--- config.mk ---
export PLATFORM = sky130hd
export DESIGN_NAME = uart_tx_frame_gen
export DESIGN_NICKNAME = d
export VERILOG_FILES = /design/src/rtl/uart_tx_pkg.sv /design/src/rtl/uart_parity_calc.sv /design/src/rtl/uart_tx_frame_gen.sv
export SDC_FILE = /design/constraint.sdc
export NUM_CORES = 1
export LEC_CHECK = 0
export CAP_MARGIN = 10
export CELL_PAD_IN_SITES_DETAIL_PLACEMENT = 0
export CELL_PAD_IN_SITES_GLOBAL_PLACEMENT = 2
export CORE_MARGIN = 3
export CORE_UTILIZATION = 30
export DETAILED_ROUTE_END_ITERATION = 8
export PLACE_DENSITY_LB_ADDON = 0.1
export SYNTH_ARGS = -nofsm -noshare
export SYNTH_HDL_FRONTEND = slang
export SYNTH_SLANG_ARGS = --single-unit
--- constraint.sdc ---
create_clock -name CLK -period 3.1 [get_ports CLK]
set_clock_uncertainty 0.05 [all_clocks]
set_input_delay 0.465 -clock CLK [delete_from_list [all_inputs] [get_ports CLK]]
set_output_delay 0.465 -clock CLK [all_outputs]
set_load 0.02 [all_outputs]
--- src/rtl/uart_tx_pkg.sv ---
// Shared types and constants for the UART transmit framer.
package uart_tx_pkg;

    typedef enum logic [2:0] {
        IDLE   = 3'd0,
        START  = 3'd1,
        DATA   = 3'd2,
        PARITY = 3'd3,
        STOP   = 3'd4
    } tx_state_e;

    localparam logic PAR_EVEN  = 1'b0;
    localparam logic PAR_ODD   = 1'b1;
    localparam logic LINE_IDLE = 1'b1;

endpackage

--- src/rtl/uart_parity_calc.sv ---
// Combinational parity generator: even parity is the XOR of the payload, odd is its inverse.
module uart_parity_calc
    import uart_tx_pkg::*;
#(
    parameter int DATA_WIDTH = 8
) (
    input  logic [DATA_WIDTH-1:0] data_i,
    input  logic                  par_typ_i,
    output logic                  par_o
);

    assign par_o = (^data_i) ^ (par_typ_i == PAR_ODD);

endmodule

--- src/rtl/uart_tx_frame_gen.sv ---
// UART transmit framer: start, LSB-first data, optional parity, one or two stop bits,
// each held for a latched number of clocks; every output comes straight from a flop.
module uart_tx_frame_gen
    import uart_tx_pkg::*;
#(
    parameter int DATA_WIDTH = 8,
    parameter int PRESC_W    = 6
) (
    input  logic                  CLK,
    input  logic                  RST,
    input  logic [DATA_WIDTH-1:0] P_DATA,
    input  logic                  DATA_VALID,
    input  logic                  PAR_EN,
    input  logic                  PAR_TYP,
    input  logic                  STOP2,
    input  logic [PRESC_W-1:0]    PRESCALE,
    output logic                  TX_OUT,
    output logic                  BUSY,
    output logic                  DONE
);

    localparam int BIT_W = $clog2(DATA_WIDTH);

    tx_state_e             state_q, state_d;
    logic [PRESC_W-1:0]    presc_cnt_q, presc_cnt_d;
    logic [PRESC_W-1:0]    presc_last_q, presc_last_d;
    logic [BIT_W-1:0]      bit_cnt_q, bit_cnt_d;
    logic                  stop_idx_q, stop_idx_d;
    logic [DATA_WIDTH-1:0] data_q, data_d;
    logic                  par_en_q, par_en_d;
    logic                  par_bit_q, par_bit_d;
    logic                  stop2_q, stop2_d;
    logic                  tx_q, tx_d;
    logic                  busy_q, busy_d;
    logic                  done_q, done_d;
    logic                  par_calc;
    logic                  bit_end;
    logic                  accept;

    uart_parity_calc #(
        .DATA_WIDTH (DATA_WIDTH)
    ) u_parity (
        .data_i    (P_DATA),
        .par_typ_i (PAR_TYP),
        .par_o     (par_calc)
    );

    always_ff @(posedge CLK or negedge RST) begin
        if (!RST) begin
            state_q      <= IDLE;
            presc_cnt_q  <= '0;
            presc_last_q <= '0;
            bit_cnt_q    <= '0;
            stop_idx_q   <= 1'b0;
            data_q       <= '0;
            par_en_q     <= 1'b0;
            par_bit_q    <= 1'b0;
            stop2_q      <= 1'b0;
            tx_q         <= LINE_IDLE;
            busy_q       <= 1'b0;
            done_q       <= 1'b0;
        end else begin
            state_q      <= state_d;
            presc_cnt_q  <= presc_cnt_d;
            presc_last_q <= presc_last_d;
            bit_cnt_q    <= bit_cnt_d;
            stop_idx_q   <= stop_idx_d;
            data_q       <= data_d;
            par_en_q     <= par_en_d;
            par_bit_q    <= par_bit_d;
            stop2_q      <= stop2_d;
            tx_q         <= tx_d;
            busy_q       <= busy_d;
            done_q       <= done_d;
        end
    end

    always_comb begin
        state_d      = state_q;
        presc_cnt_d  = presc_cnt_q;
        presc_last_d = presc_last_q;
        bit_cnt_d    = bit_cnt_q;
        stop_idx_d   = stop_idx_q;
        data_d       = data_q;
        par_en_d     = par_en_q;
        par_bit_d    = par_bit_q;
        stop2_d      = stop2_q;
        accept       = 1'b0;
        bit_end      = (presc_cnt_q == presc_last_q);

        if (state_q != IDLE) begin
            presc_cnt_d = bit_end ? '0 : presc_cnt_q + 1'b1;
        end

        case (state_q)
            IDLE: begin
                accept = DATA_VALID;
            end
            START: begin
                if (bit_end) begin
                    state_d   = DATA;
                    bit_cnt_d = '0;
                end
            end
            DATA: begin
                if (bit_end) begin
                    if (bit_cnt_q == BIT_W'(DATA_WIDTH - 1)) begin
                        state_d    = par_en_q ? PARITY : STOP;
                        stop_idx_d = 1'b0;
                    end else begin
                        bit_cnt_d = bit_cnt_q + 1'b1;
                    end
                end
            end
            PARITY: begin
                if (bit_end) begin
                    state_d    = STOP;
                    stop_idx_d = 1'b0;
                end
            end
            STOP: begin
                if (bit_end) begin
                    // The DONE cycle doubles as an accept slot so frames can run back to back.
                    if (stop_idx_q == stop2_q) begin
                        accept  = DATA_VALID;
                        state_d = IDLE;
                    end else begin
                        stop_idx_d = 1'b1;
                    end
                end
            end
            default: begin
                state_d = IDLE;
            end
        endcase

        if (accept) begin
            state_d      = START;
            presc_cnt_d  = '0;
            bit_cnt_d    = '0;
            stop_idx_d   = 1'b0;
            data_d       = P_DATA;
            par_en_d     = PAR_EN;
            par_bit_d    = par_calc;
            stop2_d      = STOP2;
            presc_last_d = (PRESCALE == '0) ? '0 : PRESCALE - 1'b1;
        end

        // Outputs are derived from the next state so they land in flops with no extra lag.
        case (state_d)
            START:   tx_d = 1'b0;
            DATA:    tx_d = data_d[bit_cnt_d];
            PARITY:  tx_d = par_bit_d;
            default: tx_d = LINE_IDLE;
        endcase
        busy_d = (state_d != IDLE);
        done_d = (state_d == STOP) && (stop_idx_d == stop2_d) && (presc_cnt_d == presc_last_d);
    end

    assign TX_OUT = tx_q;
    assign BUSY   = busy_q;
    assign DONE   = done_q;

endmodule
==> impl_metrics.csv, run 1 <==
group,metric,value,unit
outcome,status,"completed",
clocking,cts_root_buf,"clkbuf_8",
die,boundaryPins,23,
sta,fin_crit,2770,ps
sta,rsz0062_at_grt,"no",
pwr,peakVddDrop,0.232,mV
setup_path,rr_endpoint,"DONE",
clocking,cts_sinks,33,
sta,finalCritPeriodShare,89.4,%
setup_path,end_kind,"flop",
finish,fin_util,38.0,%
routing,first_iter_violations,88,
die,die_w,88.9,um
place,gp_congestion,0.784,
yosys,synthCells,231,
setup_path,cp_data_required_time,3210,ps
global_routing,grt_pass1_wl,8.61,mm
hold_path,worstHoldStart,"data_q[5]",
place,dp_hpwl,3.82,mm
global_routing,track_usage,14.4,%
setup_path,rrSetupSlack,330,ps
yosys,synthTopCellsByArea,"dfrtp_1, nand2_1, xnor2_1, ha_1, a21oi_1",
routing,finalWirelength,5.10,mm
clocking,numCtsBuffers,5,
yosys,syn_nets,256,
routing,vias,1711,
clocking,cts_setup_buffers,0,
sta,finalHoldViolCount,0,
setup_path,timing.rr.start,"stop2_q",
setup_path,cp-startpoint,"stop2_q",
yosys,syn-mean-instance-area,8.93,um^2
sta,setup_violations,0,
global_routing,grt_max_degree,34,
yosys,syn-cell-area,2060,um^2
setup_path,cp_max_fo,16,
place,post-place-cells,329,
sta,tightest_slew,695,ps
yosys,yosys_most_used_dff,"dfrtp_1",
yosys,ys.warnings.count,0,
global_routing,grt_pass1_vias,1656,
sta,fin_tns_setup,0,ps
clocking,ctsLongestPathBuffers,2,
yosys,netlist.area_leader.share,38.8,%
routing,viasPerCell,5.08,
clocking,path_clk_slew,60,ps
finish,antenna_cells,0,
finish,design_area,2470,um^2
hold_path,min_to,"data_q[5]",
sta,setup_ws,329,ps
place,port_buffers,22,
global_routing,overflow,0,
job,max_cap_violations,0,
routing,drtAntennaViolNets,0,
sta,max_slew_margin,53.7,%
yosys,seq_area_frac_synth,40.1,%
die,rows,29,
yosys,ys_async_sr_fraction,100,%
global_routing,antenna_found_initial,0,
place,post_dp_cell_area,2390,um^2
die,fp.dieArea,7910,um^2
die,core_area,6490,um^2
clocking,tritoncts,"yes",
clocking,clock_latency,280,ps
routing,drc,0,
clocking,cts_hold_buffers,0,
routing,wl_per_cell,15.1,um
die,die_y,88.9,um
die,initial_core_util,31.8,%
setup_path,crit_arrival,2880,ps
finish,fin_cells,337,
setup_path,critPathKind,"flop to flop",
sta,fmax,361,MHz
clocking,htreeDepth,2,
routing,drt_pre_antenna_iters,4,
setup_path,r2r_cells,9,
yosys,synth_enable_flop_cells,0,
clocking,cts_resized,0,
setup_path,worst_setup_path_start_kind,"flop",
pwr,p_leak,1.07,nW
sta,finalMaxSlewViolations,0,
hold_path,min_path_cells,2,
yosys,yosysTopAreaCell,"dfrtp_1",
hold_path,min_path_type,"flop to flop",
finish,nets,284,
yosys,synth_cell_types,53,
yosys,synth_seq_cells,33,
pwr,p_per_area,896,nW/um^2
place,pre_cts_ws,196,ps
finish,syn_to_final_growth,19.8,%
finish,drive_above_1_share,7.69,%
[layer usage]
layer  track usage (%)  wire, um  part of all wire (%)
met5                 0         0                     0
met1              22.0      2750                    54
met3              2.76       207                   4.1
met4              4.74        78                   1.5
met2              20.2      2070                    41
[sequential cells by signal (all words and copies together) (netlist names)]
signal and flops:
stop2_q 1, bit_cnt_q 3, BUSY 1, presc_cnt_q 6, par_bit_q 1, data_q 8, state_q 3, TX_OUT 1
presc_last_q 6, stop_idx_q 1, par_en_q 1, DONE 1
[layout make-up]
class	count	area, um^2
flip-flops and latches	33	827
clock buffers	8	80.1
inverters	12	45.0
well taps	77	96.3
fillers	689	4020
multi-input cells	176	1130
repair buffers	31	288
[logic make-up after synthesis]
group,synth area share [%]
AOI/OAI and AO/OA,19.2
DFF,40.1
xor gates and xnor gates,8.07
adders and majority gates,3.03
muxes,3.09
and+or+nand+nor,21.7
buffers and inverters,4.91
[per-stage QoR]
| step | hold WS, ps | power (mW) |
|---|---|---|
| finish | 430 | 2.21 |
| global route | 469 | 2.43 |
| CTS | 433 | 2.24 |
| detailed placement | 416 | 1.92 |
| global placement | 408 | 1.94 |
| floorplan | 119 | 1.58 |
[how the worst max path moves through the flow]
stage | endpoint | slack (ps) | cells past startpoint
2_1_floorplan | DONE | 590 | 10
3_3_place_gp | DONE | 250 | 8
6_report | DONE | 330 | 9
4_1_cts | DONE | 320 | 9
3_5_place_dp | DONE | 200 | 8
5_1_grt | DONE | 170 | 9
[power breakdown]
| group | switching [mW] | leakage, nW | internal (mW) | total (mW) |
|---|---|---|---|---|
| Combinational | 0.673 | 0.623 | 0.472 | 1.15 |
| Sequential | 0.149 | 0.409 | 0.611 | 0.760 |
| Clock | 0.150 | 0.0395 | 0.159 | 0.309 |
[critical path: stages, from the launching register on]
cell and delay [ps]:
dfrtp_1 390, inv_1 110, ha_1 250, or4b_1 540, nor3_2 190, a21oi_2 230, or3_1 440, a221o_1 330
o2111ai_1 70, nor4_1 70
[layout by cell type, fill, tap and decap left out, drive strengths merged, types with 2 or more instances in the layout]
| master | instances |
|---|---|
| a21o | 2 |
| nand3 | 7 |
| a21oi | 12 |
| nor3b | 2 |
| mux2 | 3 |
| clkdlybuf4s50 | 22 |
| o21ai | 11 |
| o311ai | 2 |
| xnor2 | 13 |
| buf | 9 |
| and2 | 6 |
| mux2i | 3 |
| o2111ai | 2 |
| o211ai | 2 |
| o32ai | 3 |
| clkbuf | 8 |
| o21a | 2 |
| a21boi | 3 |
| nor2 | 10 |
| a31oi | 3 |
| dfrtp | 32 |
| nand2 | 44 |
| o41ai | 3 |
| xor2 | 6 |
| nor3 | 4 |
| inv | 12 |
| o31ai | 3 |
| ha | 5 |
| or3 | 6 |
| a211o | 2 |
| a32oi | 2 |
[synthesized netlist by cell type (all sizes together), types with 4 or more instances]
cell type / count
nand2: 44
nor2: 10
and2: 6
ha: 5
nor3: 4
nand3: 7
dfrtp: 32
xor2: 6
inv: 12
a21oi: 12
o21ai: 11
xnor2: 13
buf: 6
clkbuf: 4
or3: 6
No activity file was read; power rests on OpenSTA's default activity.
==> run 2, diff against run 1 <==
--- a/config.mk
+++ b/config.mk
@@ -5,6 +5,7 @@
 export SDC_FILE = /design/constraint.sdc
 export NUM_CORES = 1
 export LEC_CHECK = 0
+export ABC_AREA = 0
 export CAP_MARGIN = 10
 export CELL_PAD_IN_SITES_DETAIL_PLACEMENT = 0
 export CELL_PAD_IN_SITES_GLOBAL_PLACEMENT = 2
==> results of run 2 <==
Same layout as run 1: the final DEF is identical, and so are final timing and power.
